$ cat src/rtl/axi_len_fifo.sv
// rtl/axi_len_fifo.sv - burst length FIFO with empty-FIFO head bypass
// Ports: clk, rst_n (async active-low), clr (sync clear), push/push_data (ignored when full),
//        pop, head (push_data when empty), full, empty, count.
module axi_len_fifo #(
    parameter int W     = 9,
    parameter int DEPTH = 4
) (
    input  logic                     clk,
    input  logic                     rst_n,
    input  logic                     clr,
    input  logic                     push,
    input  logic [W-1:0]             push_data,
    input  logic                     pop,
    output logic [W-1:0]             head,
    output logic                     full,
    output logic                     empty,
    output logic [$clog2(DEPTH):0]   count
);

    localparam int AW = $clog2(DEPTH);
    localparam logic [AW:0]   CNT_ONE = (AW + 1)'(1);
    localparam logic [AW-1:0] PTR_ONE = AW'(1);

    logic [W-1:0]  mem [DEPTH];
    logic [AW-1:0] wr_ptr;
    logic [AW-1:0] rd_ptr;
    logic          do_push;
    logic          do_pop;

    assign full    = (count == (AW + 1)'(DEPTH));
    assign empty   = (count == '0);
    assign do_push = push && !full;
    // A pop on an empty FIFO consumes the same-cycle push; both pointers
    // advance together and the count stays at zero.
    assign do_pop  = pop && (!empty || do_push);
    assign head    = empty ? push_data : mem[rd_ptr];

    always_ff @(posedge clk) begin
        if (do_push) begin
            mem[wr_ptr] <= push_data;
        end
    end

    always_ff @(posedge clk or negedge rst_n) begin
        if (!rst_n) begin
            wr_ptr <= '0;
            rd_ptr <= '0;
            count  <= '0;
        end else if (clr) begin
            wr_ptr <= '0;
            rd_ptr <= '0;
            count  <= '0;
        end else begin
            if (do_push) wr_ptr <= wr_ptr + PTR_ONE;
            if (do_pop)  rd_ptr <= rd_ptr + PTR_ONE;
            case ({do_push, do_pop})
                2'b10:   count <= count + CNT_ONE;
                2'b01:   count <= count - CNT_ONE;
                default: ;
            endcase
        end
    end

endmodule

$ cat config.mk
export PLATFORM = sky130hd
export DESIGN_NAME = axi_len_fifo
export DESIGN_NICKNAME = d
export VERILOG_FILES = /design/src/rtl/axi_len_fifo.sv
export SDC_FILE = /design/constraint.sdc
export NUM_CORES = 1
export LEC_CHECK = 0
export CORE_UTILIZATION = 55
export DETAILED_ROUTE_END_ITERATION = 6
export PLACE_DENSITY = 0.8
export REMOVE_ABC_BUFFERS = 1
export SLEW_MARGIN = 25
export SYNTH_ARGS = -nofsm -noshare
export SYNTH_HDL_FRONTEND = slang
export SYNTH_SLANG_ARGS = --single-unit
export TNS_END_PERCENT = 20
$ cat constraint.sdc
create_clock -name clk -period 3.5 [get_ports clk]
set_input_delay 0.525 -clock clk [delete_from_list [all_inputs] [get_ports clk]]
set_output_delay 0.525 -clock clk [all_outputs]
set_load 0.03 [all_outputs]
==> impl_metrics.ini, run 1 <==
[outcome]
status = finished clean

[drt]
drtAntennaViolNets = 0
drc_errors = 0
drt-pass1-iter-count = 4
wl_um = 3450
drtIter0Drc = 43
wl_per_cell_um = 17.8
avgViaCountPerCell = 5.63
vias = 1092

[critical_path]
path_buf_inv = 1
crit_path_max_incr_delay_ns = 0.75
startpoint_type = register
critPathTopFamily = multiplexers
cp.required_ns = 2.97
critical_path_arrival_ns = 2.58
endpoint_kind = primary output
slowest_stage = dfrtp_1
worstPathCellList = mux4_2 > mux2_2 > clkdlybuf4s50_1
criticalPathCategory = reg2out
cp_max_fo = 10

[pwr]
leakage_nw = 0.816
vdd_drop_max_mv = 0.341
power_density_nw_per_um2 = 556

[timing]
setup_violations = 0
rsz0062_at_grt = no
period_share_pct = 88.7
fmax_ghz = 0.322
min_period_ns = 3.10
skew_ns = 0.00392
maxSlewHeadroom_pct = 59.3
finalHoldViolations = 0
slew_violations = 0
final.setup.tns_ns = 0
tightestPinTransition_ns = 0.610

[layout]
diodes = 0
nNetsFinal = 166
syn2layout_area_growth_pct = 17.4
postLayoutCellArea_um2 = 2370
layout.cells.non_filler = 194
drive_above_1_share_pct = 23.6

[logic_synthesis]
ys_ff_latch = 43
synthesis.instances = 120
mappedNetlistArea_um2 = 2020
synth-main-ff-cell = edfxtp_1
synth.avg_cell_area_um2 = 16.8
synth_cell_type_count = 35
synth_commonest_cells = 36 x edfxtp_1, 9 x mux2_2, 9 x mux4_2
ys_warn_count = 0
synth_edf_count = 36
synth-async-reset-ratio_pct = 16.3
synth_most_common_cell = edfxtp_1
synth_top_area_share_pct = 53.6
yosysSeqAreaShare_pct = 62.2
yosys-top-cells-area = edfxtp_1 54%, mux4_2 10%, dfrtp_1 8.7%, mux2_2 5.0%, ha_1 2.5%
yosysTopAreaCell = edfxtp_1

[grt]
grt_pass1_wl_um = 5640
track_usage_pct = 20.0
overflow = 0
antenna_found_initial = 0
grt_max_degree = 17
grt_pass1_vias = 1094

[clocking]
cts_sinks = 43
post_cts_resize_count = 0
cts.clk_slew.worst_paths_ns = 0.13
cts_tree = built
clk_path_buf_depth = 2
holdBufCountCts = 0
cts_buffers = 5
cts_setup_buffers = 0
htree_num_levels = 2
cts_root_buf = clkbuf_4
clkLatencyLatePin_ns = 0.35

[place]
placed_area_um2 = 2290
gp_congestion = 0.686
dp_cells = 186
port-buffer-count = 27
dp_hpwl_um = 2270

[floorplan]
fp-row-count = 21
io_pins = 28
die_h_um = 62.6
die_area_um2 = 3920
die_w_um = 62.6
initial_core_util_pct = 59.1
core-area_um2 = 3420

[run]
max-cap-violations = 0

[min_path]
hold_path_class = in2async
## flip-flops by register name, indices dropped and copies added, names as in the netlist
name and flops:
wr_ptr 2, rd_ptr 2, count 3, mem 36
## power by group
| part | switching [mW] | internal, mW |
|---|---|---|
| clock network | 0.164 | 0.150 |
| registers | 0.0446 | 0.588 |
| logic | 0.189 | 0.181 |
## cell families after synthesis
group           Yosys count  share of synthesized area (%)
fa+ha+maj                 5                           3.47
buf+inv                  14                           4.59
flops                    43                           62.2
compound gates           17                           7.07
xor+xnor                  3                           1.30
simple gates             20                           6.26
mux                      18                           15.1
## placed cells by master (no fill, tap or decap)
master,synthesis,routed
edfxtp_1,36,36
clkdlybuf4s50_1,0,27
mux4_2,9,9
mux2_2,9,9
dfrtp_1,7,7
inv_1,5,5
clkbuf_4,0,5
and3_1,4,4
nand3_1,4,4
a21oi_1,4,4
ha_1,4,4
o21ai_0,3,3
xnor2_1,3,3
clkinv_4,1,2
nor2_1,2,2
o21ai_2,2,2
o2111ai_1,2,2
nor2b_1,2,2
or3b_1,1,1
nor3_4,1,1
and2_1,1,1
o41ai_4,1,1
or2_2,1,1
nand2_1,1,1
o211ai_1,1,1
o22ai_1,1,1
and3b_1,1,1
nor3_1,1,1
o21a_1,1,1
a2111oi_2,1,1
a21oi_2,1,1
or3_1,1,1
fa_1,1,1
clkinv_2,0,1
bufinv_16,0,1
buf_4,1,1
## through the flow
step | power (mW) | utilization [%] | worst slack, ns | hold slack (ns)
5_1_grt | 1.37 | 69.4 | 0.276 | 0.429
4_1_cts | 1.32 | 69.4 | 0.340 | 0.425
3_5_place_dp | 1.01 | 67.0 | 0.781 | 0.591
6_report | 1.32 | 69.4 | 0.397 | 0.421
3_3_place_gp | 1.00 | 67.0 | 0.794 | 0.562
2_1_floorplan | 0.873 | - | 1.12 | 0.229
## cell type report
class | count | area (um^2)
flip-flops and latches | 43 | 1260
fillers | 236 | 1050
multi-input cells | 63 | 669
repair buffers | 28 | 278
well taps | 46 | 57.6
clock inverters | 3 | 43.8
clock buffers | 5 | 37.5
inverters | 6 | 27.5
## layer usage
layer | GRT usage [%] | part of all wire (%)
met1 | 28.2 | 46
met2 | 30.4 | 49
met3 | 5.47 | 4.4
met4 | 6.69 | 1.2
met5 | 0 | 0
## worst reg2reg max path, cell delays in order (launching register included)
cell and delay [ns]:
dfrtp_1 0.67, or3b_1 0.38, o21ai_0 0.14, and2_1 0.18, fa_1 0.42, nor2b_1 0.19, nor3_1 0.08, a2111oi_2 0.33
## final timing paths
kind	from	endpoint	slack, ns	depth (start not counted)
max in group asynchronous	rst_n	count[1]	2.83	1
min in group clk	wr_ptr[0]	wr_ptr[0]	0.60	2
worst min-delay path	rst_n	count[0]	0.42	1
worst max register to register	count[0]	count[2]	1.04	7
worst min register to register	wr_ptr[0]	wr_ptr[0]	0.60	2
worst max-delay path	rd_ptr[0]	head[2]	0.40	3
Note: power is estimated with default switching activity, not from simulation.
==> run 2: changes to the inputs <==
--- a/config.mk
+++ b/config.mk
@@ -5,6 +5,7 @@
 export SDC_FILE = /design/constraint.sdc
 export NUM_CORES = 1
 export LEC_CHECK = 0
+export ABC_AREA = 1
 export CORE_UTILIZATION = 55
 export DETAILED_ROUTE_END_ITERATION = 6
 export PLACE_DENSITY = 0.8
==> run 2 against run 1 <==
Against the previous run:
- clock skew increased by 0.0030 ns
- final area decreased by 2.8%
- setup slack got worse by 0.016 ns
- sequential share of layout area increased by 1.5 points
- first-iteration DRC count increased to 2.8 times the previous value
- non-clock buffer count decreased by 1
- count of clock-buffer cells in the layout unchanged
- hold slack improved by 0.012 ns
- global-route usage increased by 3.1 points
- critical path depth increased by 1
- die area decreased by 2.5%
- flip-flop and latch count unchanged
- largest cell class unchanged
- largest power group unchanged
==> impl_metrics.ini, run 2 <==
[outcome]
status = finished clean

[critical_path]
critical_path_arrival_ns = 2.59
crit_path_max_incr_delay_ns = 0.72
worstPathCellList = inv_1 > o21ai_0 > a31oi_1 > clkdlybuf4s50_1
criticalPathCategory = reg2out
cp_max_fo = 20
cp.required_ns = 2.97
endpoint_kind = primary output
startpoint_type = register
path_buf_inv = 2
slowest_stage = clkdlybuf4s50_1
critPathTopFamily = buffers and inverters

[clocking]
cts_buffers = 5
clk_path_buf_depth = 2
cts_setup_buffers = 0
clkLatencyLatePin_ns = 0.34
cts_tree = built
cts_sinks = 43
cts.clk_slew.worst_paths_ns = 0.12
holdBufCountCts = 0
cts_root_buf = clkbuf_4
htree_num_levels = 2
post_cts_resize_count = 0

[floorplan]
initial_core_util_pct = 58.0
io_pins = 28
die_w_um = 61.8
die_h_um = 61.8
fp-row-count = 21
core-area_um2 = 3390
die_area_um2 = 3820

[pwr]
power.switching_mw = 0.350
intPower_mw = 0.762
swShare_pct = 31.5
power_density_nw_per_um2 = 483
sequentialPowerShare_pct = 54.5
leakage_nw = 0.883
clkPwrFrac_pct = 20.6
vdd_drop_max_mv = 0.256
combPwrFrac_pct = 24.9
total_power_mw = 1.11

[grt]
track_usage_pct = 23.1
grt_max_degree = 23
grt_pass1_wl_um = 6140
antenna_found_initial = 0
overflow = 0
grt_pass1_vias = 1353

[logic_synthesis]
synth_edf_count = 36
yosysSeqAreaShare_pct = 63.9
synth_cell_type_count = 26
ys_ff_latch = 43
synthesis.instances = 182
synth_most_common_cell = nor2_1
ys_warn_count = 0
yosysTopAreaCell = edfxtp_1
synth.avg_cell_area_um2 = 10.8
synth-async-reset-ratio_pct = 16.3
yosys-top-cells-area = edfxtp_1 55%, nor2_1 9.4%, dfrtp_1 8.9%, o21ai_0 5.6%, a31oi_1 2.9%
synth_top_area_share_pct = 55.0
mappedNetlistArea_um2 = 1970
synth-main-ff-cell = edfxtp_1
synth_commonest_cells = 49 x nor2_1, 36 x edfxtp_1, 22 x o21ai_0

[drt]
wl_per_cell_um = 15.4
vias = 1363
drc_errors = 0
drtAntennaViolNets = 0
drtIter0Drc = 121
wl_um = 3960
drt-pass1-iter-count = 4
avgViaCountPerCell = 5.32

[place]
gp_congestion = 0.768
dp_hpwl_um = 2760
placed_area_um2 = 2250
port-buffer-count = 27
dp_cells = 248

[layout]
layout.cells.non_filler = 256
largest_reg_flops = 36
syn2layout_area_growth_pct = 17.1
nNetsFinal = 228
postLayoutCellArea_um2 = 2300
layout_common_cells = 49 x nor2_1, 36 x edfxtp_1, 27 x clkdlybuf4s50_1
diodes = 0
final_util_pct = 68.0
top_register = mem
layout_commonest_cell = nor2_1
drive_above_1_share_pct = 8.10
top_regs = mem x36, count x3

[timing]
final.setup.tns_ns = 0
min_period_ns = 3.12
maxSlewHeadroom_pct = 36.9
finalHoldViolations = 0
tightestPinTransition_ns = 0.942
period_share_pct = 89.1
fmax_ghz = 0.321
setup_violations = 0
slew_violations = 0
rsz0062_at_grt = no
skew_ns = 0.00688

[run]
max-cap-violations = 0

[min_path]
hold_path_class = in2async
[run 2: cell types whose count changed in the layout (fill, tap and decap cells not counted), moves of 4 or more]
cell,change
nor2_1,+47
and3_1,-4
a21oi_1,-4
inv_1,+10
mux2_2,-9
o21ai_0,+19
mux4_2,-9
nand2_1,+13
a31oi_1,+9
[run 2: stage by stage]
stage | setup slack, ns | hold slack, ns
3_3_place_gp | 0.852 | 0.570
6_report | 0.381 | 0.433
2_1_floorplan | 1.40 | 0.229
5_1_grt | 0.158 | 0.445
3_5_place_dp | 0.758 | 0.581
4_1_cts | 0.372 | 0.437
[run 2: metal layers]
metal	track usage [%]	share of wire [%]	vias up
met3	4.35	4.6	7
met5	0	0	-
met2	37.0	53	41
li1	-	-	671
met4	12.4	1.2	0
met1	30.0	41	644
[run 2: final cells by class]
| class | instances | area, um^2 |
|---|---|---|
| multi-input cells | 115 | 603 |
| clock buffers | 5 | 37.5 |
| well taps | 46 | 57.6 |
| clock inverters | 3 | 15.0 |
| repair buffers | 27 | 270 |
| flip-flops and latches | 43 | 1260 |
| fillers | 247 | 1090 |
| inverters | 17 | 63.8 |
[run 2: cell families (layout without fill, tap and decap cells)]
| group | after synthesis | in the layout | share of synthesized area (%) |
|---|---|---|---|
| flip-flops | 43 | 43 | 63.9 |
| AND/OR/NAND/NOR | 75 | 75 | 16.7 |
| AO/OA/AOI/OAI | 33 | 33 | 9.54 |
| XOR/XNOR | 2 | 2 | 0.891 |
| buffers and inverters | 24 | 52 | 5.47 |
| adder cells (fa/ha/maj) | 5 | 5 | 3.56 |
[run 2: path summary, 6_finish.rpt]
| kind | to | startpoint | slack [ns] | depth (start not counted) |
|---|---|---|---|---|
| setup / recovery | head[1] | rd_ptr[0] | 0.38 | 4 |
| hold / removal | count[1] | rst_n | 0.43 | 1 |
| setup reg to reg | count[2] | count[1] | 1.27 | 11 |
| hold reg to reg | count[2] | count[2] | 0.61 | 2 |
| max in group asynchronous | count[0] | rst_n | 2.81 | 1 |
| min in group clk | count[2] | count[2] | 0.61 | 2 |
[run 2: power groups by stage]
stage                     Combinational (mW)  Sequential (mW)  Clock [mW]
final                                  0.277            0.606       0.229
after CTS                              0.279            0.605       0.228
after global routing                   0.302            0.610       0.250
after detailed placement               0.277            0.617           0
after global placement                 0.268            0.615           0
after floorplan                        0.160            0.617           0
==> run 3: changes to the inputs <==
--- a/config.mk
+++ b/config.mk
@@ -6,6 +6,7 @@
 export NUM_CORES = 1
 export LEC_CHECK = 0
 export ABC_AREA = 1
+export ABC_CLOCK_PERIOD_IN_PS = 3500
 export CORE_UTILIZATION = 55
 export DETAILED_ROUTE_END_ITERATION = 6
 export PLACE_DENSITY = 0.8
==> results of run 3 <==
No change in the layout: final DEF, timing and power equal those of run 2.
